===== config.mk =====
export PLATFORM = sky130hd
export DESIGN_NAME = uart_tx_ctrl
export DESIGN_NICKNAME = d
export VERILOG_FILES = /design/src/rtl/uart_pkg.sv /design/src/rtl/baud_tick_gen.sv /design/src/rtl/uart_tx_ctrl.sv
export SDC_FILE = /design/constraint.sdc
export NUM_CORES = 1
export LEC_CHECK = 0
export ABC_AREA = 0
export CAP_MARGIN = 10
export CORE_MARGIN = 2
export CORE_UTILIZATION = 52
export DETAILED_ROUTE_END_ITERATION = 10
export PLACE_DENSITY = 0.78
export SYNTH_ARGS = -nofsm -noshare
export SYNTH_HDL_FRONTEND = slang
export SYNTH_HIERARCHICAL = 1
export SYNTH_SLANG_ARGS = --single-unit
export TNS_END_PERCENT = 20

===== constraint.sdc =====
create_clock -name clk_in -period 4.4 [get_ports clk_in]
set_input_delay 0.88 -clock clk_in [delete_from_list [all_inputs] [get_ports clk_in]]
set_output_delay 0.88 -clock clk_in [all_outputs]
set_load 0.01 [all_outputs]

===== src/rtl/uart_pkg.sv =====
// uart_pkg: shared types and constants for the UART transmit path.
package uart_pkg;
   typedef enum logic [2:0] {
      IDLE,
      START,
      DATA,
      PARITY,
      STOP
   } tx_state_e;
   localparam int MIN_DIV = 2;
   localparam int DEFAULT_DATA_BITS = 8;
endpackage


===== src/rtl/baud_tick_gen.sv =====
// baud_tick_gen: single-clock bit timer, one-cycle tick every div clk_in cycles.
module baud_tick_gen #(
   parameter int DIV_W = 32
) (
   input  logic             clk_in,
   input  logic             reset,
   input  logic             clear,
   input  logic [DIV_W-1:0] div,
   output logic             tick
);
   logic [DIV_W-1:0] cnt;
   assign tick = cnt == div - DIV_W'(1);
   always_ff @(posedge clk_in or posedge reset)
      if (reset) cnt <= '0;
      else cnt <= (clear || tick) ? '0 : cnt + DIV_W'(1);
endmodule


===== src/rtl/uart_tx_ctrl.sv =====
// uart_tx_ctrl: UART transmit frame sequencer (start, data LSB first, optional parity, 1/2 stop bits)
// with a runtime-programmable single-clock bit timer.
module uart_tx_ctrl
   import uart_pkg::*;
#(
   parameter int DATA_BITS = DEFAULT_DATA_BITS,
   parameter int DIV_W     = 32
) (
   input  logic                 clk_in,
   input  logic                 reset,
   input  logic [DIV_W-1:0]     div_factor,
   input  logic                 parity_en,
   input  logic                 parity_odd,
   input  logic                 stop2,
   input  logic [DATA_BITS-1:0] tx_data,
   input  logic                 tx_valid,
   output logic                 tx_ready,
   output logic                 tx,
   output logic                 busy,
   output logic                 cfg_err
);
   localparam logic [3:0] IDX_LAST = 4'(DATA_BITS - 1);
   tx_state_e            state, state_n;
   logic [DIV_W-1:0]     div_r;
   logic [DATA_BITS-1:0] sh, sh_n;
   logic [3:0]           idx;
   logic                 stop_cnt, par_en_r, stop2_r, par_r;
   logic                 bit_done, legal, accept;
   logic                 tx_n, ready_n, busy_n, err_n;

   assign legal  = div_factor >= DIV_W'(MIN_DIV);
   // the legality term also guards against div_factor turning illegal on the handshake cycle
   assign accept = state == IDLE && tx_valid && tx_ready && legal;
   assign sh_n   = (state == DATA && bit_done) ? sh >> 1 : sh;

   baud_tick_gen #(.DIV_W(DIV_W)) u_baud (
      .clk_in (clk_in),
      .reset  (reset),
      .clear  (accept),
      .div    (div_r),
      .tick   (bit_done)
   );

   always_ff @(posedge clk_in or posedge reset)
      if (reset) state <= IDLE;
      else state <= state_n;

   always_comb begin
      state_n = state;
      case (state)
         IDLE:    if (accept) state_n = START;
         START:   if (bit_done) state_n = DATA;
         DATA:    if (bit_done && idx == IDX_LAST) state_n = par_en_r ? PARITY : STOP;
         PARITY:  if (bit_done) state_n = STOP;
         STOP:    if (bit_done && stop_cnt == stop2_r) state_n = IDLE;
         default: state_n = IDLE;
      endcase
   end

   // outputs are derived from the next state so they register in step with it
   always_comb begin
      tx_n    = state_n == START ? 1'b0 : state_n == DATA ? sh_n[0] : state_n == PARITY ? par_r : 1'b1;
      busy_n  = state_n != IDLE;
      ready_n = state_n == IDLE && legal;
      err_n   = state_n == IDLE && !legal;
   end

   always_ff @(posedge clk_in or posedge reset)
      if (reset) begin
         tx       <= 1'b1;
         tx_ready <= 1'b0;
         busy     <= 1'b0;
         cfg_err  <= 1'b0;
      end else begin
         tx       <= tx_n;
         tx_ready <= ready_n;
         busy     <= busy_n;
         cfg_err  <= err_n;
      end

   always_ff @(posedge clk_in or posedge reset)
      if (reset) begin
         div_r    <= '0;
         sh       <= '0;
         idx      <= '0;
         stop_cnt <= 1'b0;
         par_en_r <= 1'b0;
         stop2_r  <= 1'b0;
         par_r    <= 1'b0;
      end else if (accept) begin
         div_r    <= div_factor;
         sh       <= tx_data;
         idx      <= '0;
         stop_cnt <= 1'b0;
         par_en_r <= parity_en;
         stop2_r  <= stop2;
         par_r    <= ^tx_data ^ parity_odd;
      end else begin
         sh <= sh_n;
         if (state == DATA && bit_done) idx <= idx + 4'd1;
         if (state == STOP && bit_done) stop_cnt <= 1'b1;
      end
endmodule


==> run summary, run 1 <==
The number of I/O port buffers is 49, and the power per unit of standard cell area is 519 mW/mm². The highest fanout seen on the critical path is 12, and the final design instance area without fill is 0.00589 mm². Of the total power, the clock network draws 20.4%. The library cell with the highest instance count after synthesis is dfrtp_1. The register share of total power is 45.6%. The antenna cell count was 0.

The worst register-to-register path has a setup slack of 0.39 ns. The final wirelength came out at 11700 µm. The commonest cells after synthesis are dfrtp_1, nor2_1, xnor2_1, mux2_2, xor2_1.

Hold violation total from the final report: 0. The routed layout has 4008 vias. The tree is rooted in a clkbuf_8. The run gives 0 as the max-cap check violation count.

TritonCTS built the clock tree. The final count of pins violating max slew was 0; the required time at the endpoint of the critical path was 4.65 ns. The first global-routing pass estimated 19600 µm of wire. Routed signal wires occupy layers up through met4. The largest vdd supply drop was 0.302 mV. After filler insertion, the fill cell instance count of the layout stands at 831. The final number of setup-violating endpoints is 0, and the mean instance size in the synthesized netlist is 10.2 µm². Across every metal layer, demand over resource in global routing totals 24.2%.

Summing all placed instances gives a cell area of 0.00567 mm². The cell depth of the worst hold path was 1; the number of DRC markers after the initial detailed-route iteration was 324. Counting flops and latches in the post-synthesis netlist gives 87. Most frequent cell on the critical path: nor2_1. The tools report the number of setup buffers added after CTS as 0. The effective utilization at floorplan was 52.9%. CTS saw 87 sinks. Dividing the detail-routed via count by the number of cells gives 5.83. The initial antenna violation count is 0, and the overall overflow remaining after global route is 0.

The worst register-to-register path has a depth of 14. Counting flops with an async set or reset pin after synthesis yields a share of 100%. Setup repair after global routing left no endpoint under its margin. The detail route stage leaves a number of antenna-violating nets equal to 0. The final cycle utilization of the critical path was 91.1%; the quantity of gates resized following cts was 0.

Routability-driven placement finished with a final weighted congestion of 0.936. Summed over all cells, the static leakage comes to 2.39 nW. The slowest stage of the critical path belongs to the cell or4_1. The min-delay analysis places its worst path in the category reg -> reg. In the final timing run, aggregate negative setup slack is 0 ns.

In this run the number of H-tree levels came out at 3. Buffers inserted to repair hold after CTS numbered 0. The run finished with clean final reports.

For this run, the register share of the synthesized area comes to 42.7%. Number of rows in the core area: 36. After detailed routing, the number of remaining DRC violations is 0. Entering global routing, the biggest net connects 45 pins. The number of clock buffers added by TritonCTS is 9. When the netlist entered floorplanning its net count stood at 548.

The cell type with the highest aggregate area in the netlist was dfrtp_1. The post-route netlist has 13.2% of its cells at a drive strength greater than 1. In this run the count of I/O pins placed on the die edge is 50.

The critical path startpoint category was a flop. The portion of synthesized cell area occupied by the leading cell type came out at 42.2%. The clock passes through at most 2 buffers.

In the final design database the tool counted 599 nets. The post-synthesis cell type count was 66; the count of flip-flops with a built-in enable after synthesis was 0. For this run, the number of Yosys warnings is 6.

The run gives 8790 µm as the HPWL after detailed placement. In the detailed route, the total length drawn on met3 is 627 µm. The cell area that synthesis handed to floorplanning was 0.00510 mm². The critical path in this run is classified as reg -> reg. The tools report the total iterations of the first detailed-routing run as 6. The share of total power dissipated in combinational logic is 34.0%.

For the standard cell core area, the log shows 0.00964 mm². The category of the worst setup path capture point was a flop. In the final routed layout, each cell accounts on average for 17.0 µm. The floorplan step defined a die boundary enclosing 0.0106 mm².

The run gives 5790 µm as the amount of wire on met2 after detailed routing. Switching power total: 0.00119 W. Walking the worst path, the cells encountered are or4_1, or3b_1, nor4_1, mux2_2, o211a_1, nor2_1, nand4b_1, inv_1, nand2_1, nor3_1, buf_4, nand4_1, xor2_1, nor2_1. Of the total power, the share spent switching nets is 38.8%. The routed design could run at a clock period as short as 4.01 ns.

The worst clock skew is 0.0150 ns, and the met1 wire length is 5050 µm. STA puts the critical path data arrival time at 4.26 ns. In the post-synthesis netlist, the biggest area contributors are dfrtp_1, mux2_2, xnor2_1. The die is 103 µm wide. The most used flip-flop cell after synthesis is dfrtp_1.

Cell internal power was estimated by the tool at 0.00187 W. In this run the tightest slew margin relative to its limit is 41.8%. Derived from the worst setup path, the maximum achievable clock frequency is 0.249 GHz.

The tools report the number of standard cells after synthesis as 499. For the pin with the worst max-slew slack, the measured transition is 0.872 ns. Clock-pin slew was measured on the worst setup and hold paths at 0.11 ns. From bottom edge to top edge, the die measures 103 µm. The source-to-sink clock delay at the later pin of the worst-skew pair is 0.38 ns, and the via count of the first global-routing pass is 4011. The relative area change from synthesis to final layout was 15.6%. For this run, the slowest stage of the critical path takes 0.63 ns.
-- logic make-up (layout without fill, tap and decap cells) --
| kind of cell | count (synthesis) | count (layout) | share of synthesized area, % |
|---|---|---|---|
| flip-flops | 87 | 87 | 42.7 |
| AO/OA/AOI/OAI | 46 | 46 | 7.24 |
| buffers and inverters | 27 | 83 | 3.43 |
| AND/OR/NAND/NOR | 215 | 215 | 23.2 |
| adder cells (fa/ha/maj) | 3 | 3 | 0.736 |
| multiplexers | 42 | 42 | 9.13 |
| XOR/XNOR | 79 | 79 | 13.6 |
-- critical path: cells and delay by family, from the launching register on --
kind,cells,cell delay (ns)
AOI/OAI and AO/OA,1,0.14
xor gates and xnor gates,1,0.16
buffers and inverters,2,0.42
DFF,1,0.44
muxes,1,0.40
and+or+nand+nor,9,2.31
-- power groups by stage --
stage,Clock (W),Combinational (W),Sequential (W)
3_5_place_dp,0,0.00103,0.00140
2_1_floorplan,0,0.000810,0.00130
6_report,0.000625,0.00104,0.00139
5_1_grt,0.000665,0.00114,0.00144
3_3_place_gp,0,0.000988,0.00138
4_1_cts,0.000639,0.00103,0.00139
-- cell type report --
cell class	instances	area (µm²)	share of cell area [%]
clock inverter	7	97.6	1.66
inverter	12	45.0	0.764
multi-input combinational	385	2750	46.6
tap	133	166	2.82
timing repair buffer	55	536	9.09
clock buffer	9	124	2.10
sequential	87	2180	37.0
-- path summary, 6_finish.rpt --
kind / end / start
max: idx[3]$_DFFE_PP0P_ / div_r[21]$_DFFE_PP0P_
min: sh[4]$_DFFE_PP0P_ / sh[4]$_DFFE_PP0P_
max reg2reg: idx[3]$_DFFE_PP0P_ / div_r[21]$_DFFE_PP0P_
min reg2reg: sh[4]$_DFFE_PP0P_ / sh[4]$_DFFE_PP0P_
max in group asynchronous: div_r[0]$_DFFE_PP0P_ / reset
min in group asynchronous: u_baud/cnt[31]$_DFF_PP0_ / reset
-- per-layer routing --
metal | track usage [%] | up-vias
li1 | - | 1892
met1 | 32.1 | 1975
met2 | 39.3 | 117
met3 | 4.81 | 24
met4 | 9.31 | 0
met5 | 0 | -
-- state kept, by name (all words and copies together) (netlist names) --
| name | flops |
|---|---|
| u_baud/cnt | 32 |
| par_r | 1 |
| state | 3 |
| idx | 4 |
| busy | 1 |
| stop2_r | 1 |
| div_r | 32 |
| tx | 1 |
| cfg_err | 1 |
| tx_ready | 1 |
| sh | 8 |
| stop_cnt | 1 |
| par_en_r | 1 |
-- stage by stage --
step	setup slack [ns]	cells	hold WS (ns)	total power (W)	utilization (%)
finish	0.391	688	0.506	0.00306	61.1
global placement	0.602	672	0.471	0.00237	58.8
detailed placement	0.438	672	0.485	0.00243	58.8
CTS	0.414	688	0.508	0.00305	61.1
floorplan	0.733	499	0.449	0.00211	-
global route	0.0505	688	0.537	0.00324	61.1
-- layout by cell type, fill, tap and decap left out, drive strengths merged, types with 3 or more instances in the layout --
cell type      count
dfrtp             86
nor2              65
clkdlybuf4s50     49
xnor2             43
mux2              36
xor2              36
nand3             21
nand2             21
nor3              20
inv               17
nor4              16
nand4             13
clkbuf             9
a21oi              6
mux2i              6
a22o               6
a21o               6
buf                6
and3               6
or3                6
or4                6
o21ai              5
nand4b             4
nand2b             4
and2               4
nor2b              4
nor4b              4
and4               4
or2                4
nand3b             3
and3b              3
a31oi              3
ha                 3
o41ai              3
Power figures use the tool's default switching activity.
==> run 2, diff against run 1 <==
--- a/config.mk
+++ b/config.mk
@@ -8,9 +8,10 @@
 export ABC_AREA = 0
 export CAP_MARGIN = 10
 export CORE_MARGIN = 2
-export CORE_UTILIZATION = 52
+export CORE_UTILIZATION = 58
 export DETAILED_ROUTE_END_ITERATION = 10
-export PLACE_DENSITY = 0.78
+export HOLD_SLACK_MARGIN = 0.12
+export PLACE_DENSITY = 0.85
 export SYNTH_ARGS = -nofsm -noshare
 export SYNTH_HDL_FRONTEND = slang
 export SYNTH_HIERARCHICAL = 1
==> run summary, run 2 (synthesis gave the netlist of run 1 again) <==
The flow ran to the end, and the final reports show no timing, DRC or antenna violations. For this design the ratio of total power to cell area is 510 mW/mm². Global routing finished with a remaining overflow of 0. STA puts the critical path data required time at 4.67 ns.

The effective utilization at floorplan came out at 59.1%. The detailed-route vias per instance was 6.12; the maximum root-to-sink buffer count was 2. The most common cell after layout, fill and taps aside was dfrtp_1.

The quantity of gates resized following cts is 0. For the final count of pins violating max slew, the log shows 0. The highest achievable clock rate is 0.251 GHz. The tools report the clock root buffer master as clkbuf_8. The final non-filler cell total is 663. The clock reaches the later pin of the worst-skew pair after 0.37 ns.

The clock slew seen by the registers of the worst setup and hold paths is 0.10 ns. The worst setup path is launched from a flop. In this run the horizontal extent of the chip is 97.8 µm. The analysis attributes to cell leakage a power of 2.37 nW. The cell depth of the worst hold path works out to 1.

The tools report the residual antenna-violating net count after detailed routing as 0. The critical path is of the reg -> reg type. For the data arrival time of the critical path, the log shows 4.25 ns. The largest net degree at the start of global routing is 39, and the routability congestion estimate from global placement is 0.952. Setup repair after global routing left no endpoint under its margin. The total iterations of the first detailed-routing run is 5. Traced cell by cell, the critical path runs through or4_1, or3b_1, nor4_2, mux2_2, o211a_1, nor2_1, nand4b_1, inv_1, nand3_1, or3_1, a21oi_1, nor3_1, and3b_1.

Critical path's largest stage delay: 0.63 ns. The initialized floorplan defines 34 standard-cell rows. The standard cell core area was 0.00864 mm²; the max-cap check violation count was 0.

Setup violations remaining at the end of the flow were counted as 0. Relative to the synthesized area, the layout overhead comes to 14.4%. Hold is met by 0.499 ns. The hold violation total from the final report is 0.

After detailed placement, the total cell area comes to 0.00564 mm². For the final database, setup skew stands at 0.0146 ns. The HPWL after detailed placement was 8910 µm. CTS built an H-tree with a depth of 3. The cell depth of the worst setup path is 13. The initial antenna violation count came out at 0. Counting the fill cells in the layout gives 674.

The via count of the first global-routing pass was 3996; the vias after detailed routing was 4055. For the final routed database, the setup TNS stands at 0 ns. The worst register-to-register path begins at div_r[21]$_DFFE_PP0P_. The largest registers in the layout are div_r x32, u_baud/cnt x32, sh x8. The run gives 87 as the TritonCTS sink count.

The post-route netlist has 13.3% of its cells at a drive strength greater than 1. The first global-routing pass estimated 19700 µm of wire. Number of setup buffers added after CTS: 0. For the number of DRC markers after the initial detailed-route iteration, the log shows 323. The category of the worst setup path capture point is a flop.

The buffers plus inverters on the worst setup path works out to 1. Buffers placed on the I/O ports in this run total 49. At the pin with the least slew margin, the transition time is 0.752 ns. The die covers 0.00956 mm². The worst register-to-register path has a depth of 13. The library cells used most frequently in the layout, excluding fill and tap cells, are dfrtp_1, nor2_1, clkdlybuf4s50_1. The final cycle utilization of the critical path is 90.6%, and the count of unresolved DRC violations after routing is 0. TritonCTS built the clock tree.

The net count of the finished layout was 599; the count of pins on the block boundary was 50. The height of the die was 97.8 µm; the final design instance area without fill was 0.00584 mm². The total clock buffers created by CTS is 9. The run gives 0.42 ns as the setup slack of the worst register-to-register path.

In this design, the largest share of critical-path delay is due to simple AND/OR/NAND/NOR gates. Worst-path cell with the longest stage delay: or4_1. The path with the worst hold slack has its endpoint at sh[5]$_DFFE_PP0P_.

Type of the tightest min-delay check: reg -> reg. The tools report the total routing resource utilization after global routing as 25.7%. In this run the critical register-to-register path is captured at tx_ready$_DFF_PP0_. In this run, post-CTS hold repair placed 0 buffers. For the antenna cell count, the log shows 0.

Along the worst path, the maximum fanout reaches 6. The final layout contains routed wiring with a total length of 11800 µm. Headroom to the max-slew limit came out at 49.8%.

After detailed routing, the average wire length per cell comes to 17.8 µm. The worst hold path begins at sh[5]$_DFFE_PP0P_. The run gives 0.308 mV as the largest vdd supply drop.

The post-placement cell count was 647; the minimum clock period after layout was 3.98 ns.
run 2: cell count changes in the layout (fill, tap and decap cells not counted), sizes merged:
cell / delta
clkinv: -1
clkinvlp: +3
bufinv: -1
inv: -1
run 2: final cells by class:
type                    count  area, µm²  share of cell area (%)
repair buffers             55        536                    9.18
multi-input cells         385       2750                    47.2
clock inverters             7       65.1                    1.11
well taps                 108        135                    2.32
inverters                  12       45.0                   0.772
clock buffers               9        124                    2.12
flip-flops and latches     87       2180                    37.3
run 2: report_power, final:
group / leakage, nW / internal (W) / switching [W] / total (W)
Combinational: 1.18 / 0.000541 / 0.000491 / 0.00103
Sequential: 1.10 / 0.00105 / 0.000354 / 0.00140
Clock: 0.0878 / 0.000219 / 0.000328 / 0.000547
Total: 2.37 / 0.00181 / 0.00117 / 0.00298
run 2: worst max-delay path by stage:
stage               slack [ns]                 end                   from
finish                    0.42  tx_ready$_DFF_PP0_  div_r[21]$_DFFE_PP0P_
global route              0.08  tx_ready$_DFF_PP0_   div_r[0]$_DFFE_PP0P_
CTS                       0.35  tx_ready$_DFF_PP0_  div_r[21]$_DFFE_PP0P_
detailed placement        0.36  tx_ready$_DFF_PP0_  div_r[21]$_DFFE_PP0P_
global placement          0.57  idx[3]$_DFFE_PP0P_  div_r[21]$_DFFE_PP0P_
floorplan                 0.73  idx[3]$_DFFE_PP0P_  div_r[21]$_DFFE_PP0P_
run 2: metrics by stage:
| step | power, W | util [%] | worst slack, ns |
|---|---|---|---|
| final | 0.00298 | 67.6 | 0.415 |
| after global routing | 0.00316 | 67.6 | 0.0835 |
| after CTS | 0.00297 | 67.5 | 0.353 |
| after detailed placement | 0.00242 | 65.3 | 0.356 |
| after global placement | 0.00237 | 65.3 | 0.566 |
| after floorplan | 0.00211 | - | 0.733 |
run 2: metal layers:
| layer | part of all wire [%] | routed length (µm) | up-vias | track usage, % |
|---|---|---|---|---|
| met2 | 49 | 5800 | 125 | 41.8 |
| met5 | 0 | 0 | - | 0 |
| met4 | 2.5 | 290 | 0 | 9.62 |
| met1 | 43 | 5100 | 2012 | 35.0 |
| met3 | 5.2 | 610 | 23 | 4.08 |
| li1 | - | - | 1895 | - |
run 2: worst register-to-register path, stage by stage, from the launching register on:
cell	delay (ns)
dfrtp_1	0.44
or4_1	0.63
or3b_1	0.43
nor4_2	0.36
mux2_2	0.40
o211a_1	0.16
nor2_1	0.11
nand4b_1	0.16
inv_1	0.19
nand3_1	0.09
or3_1	0.32
a21oi_1	0.27
nor3_1	0.13
and3b_1	0.19
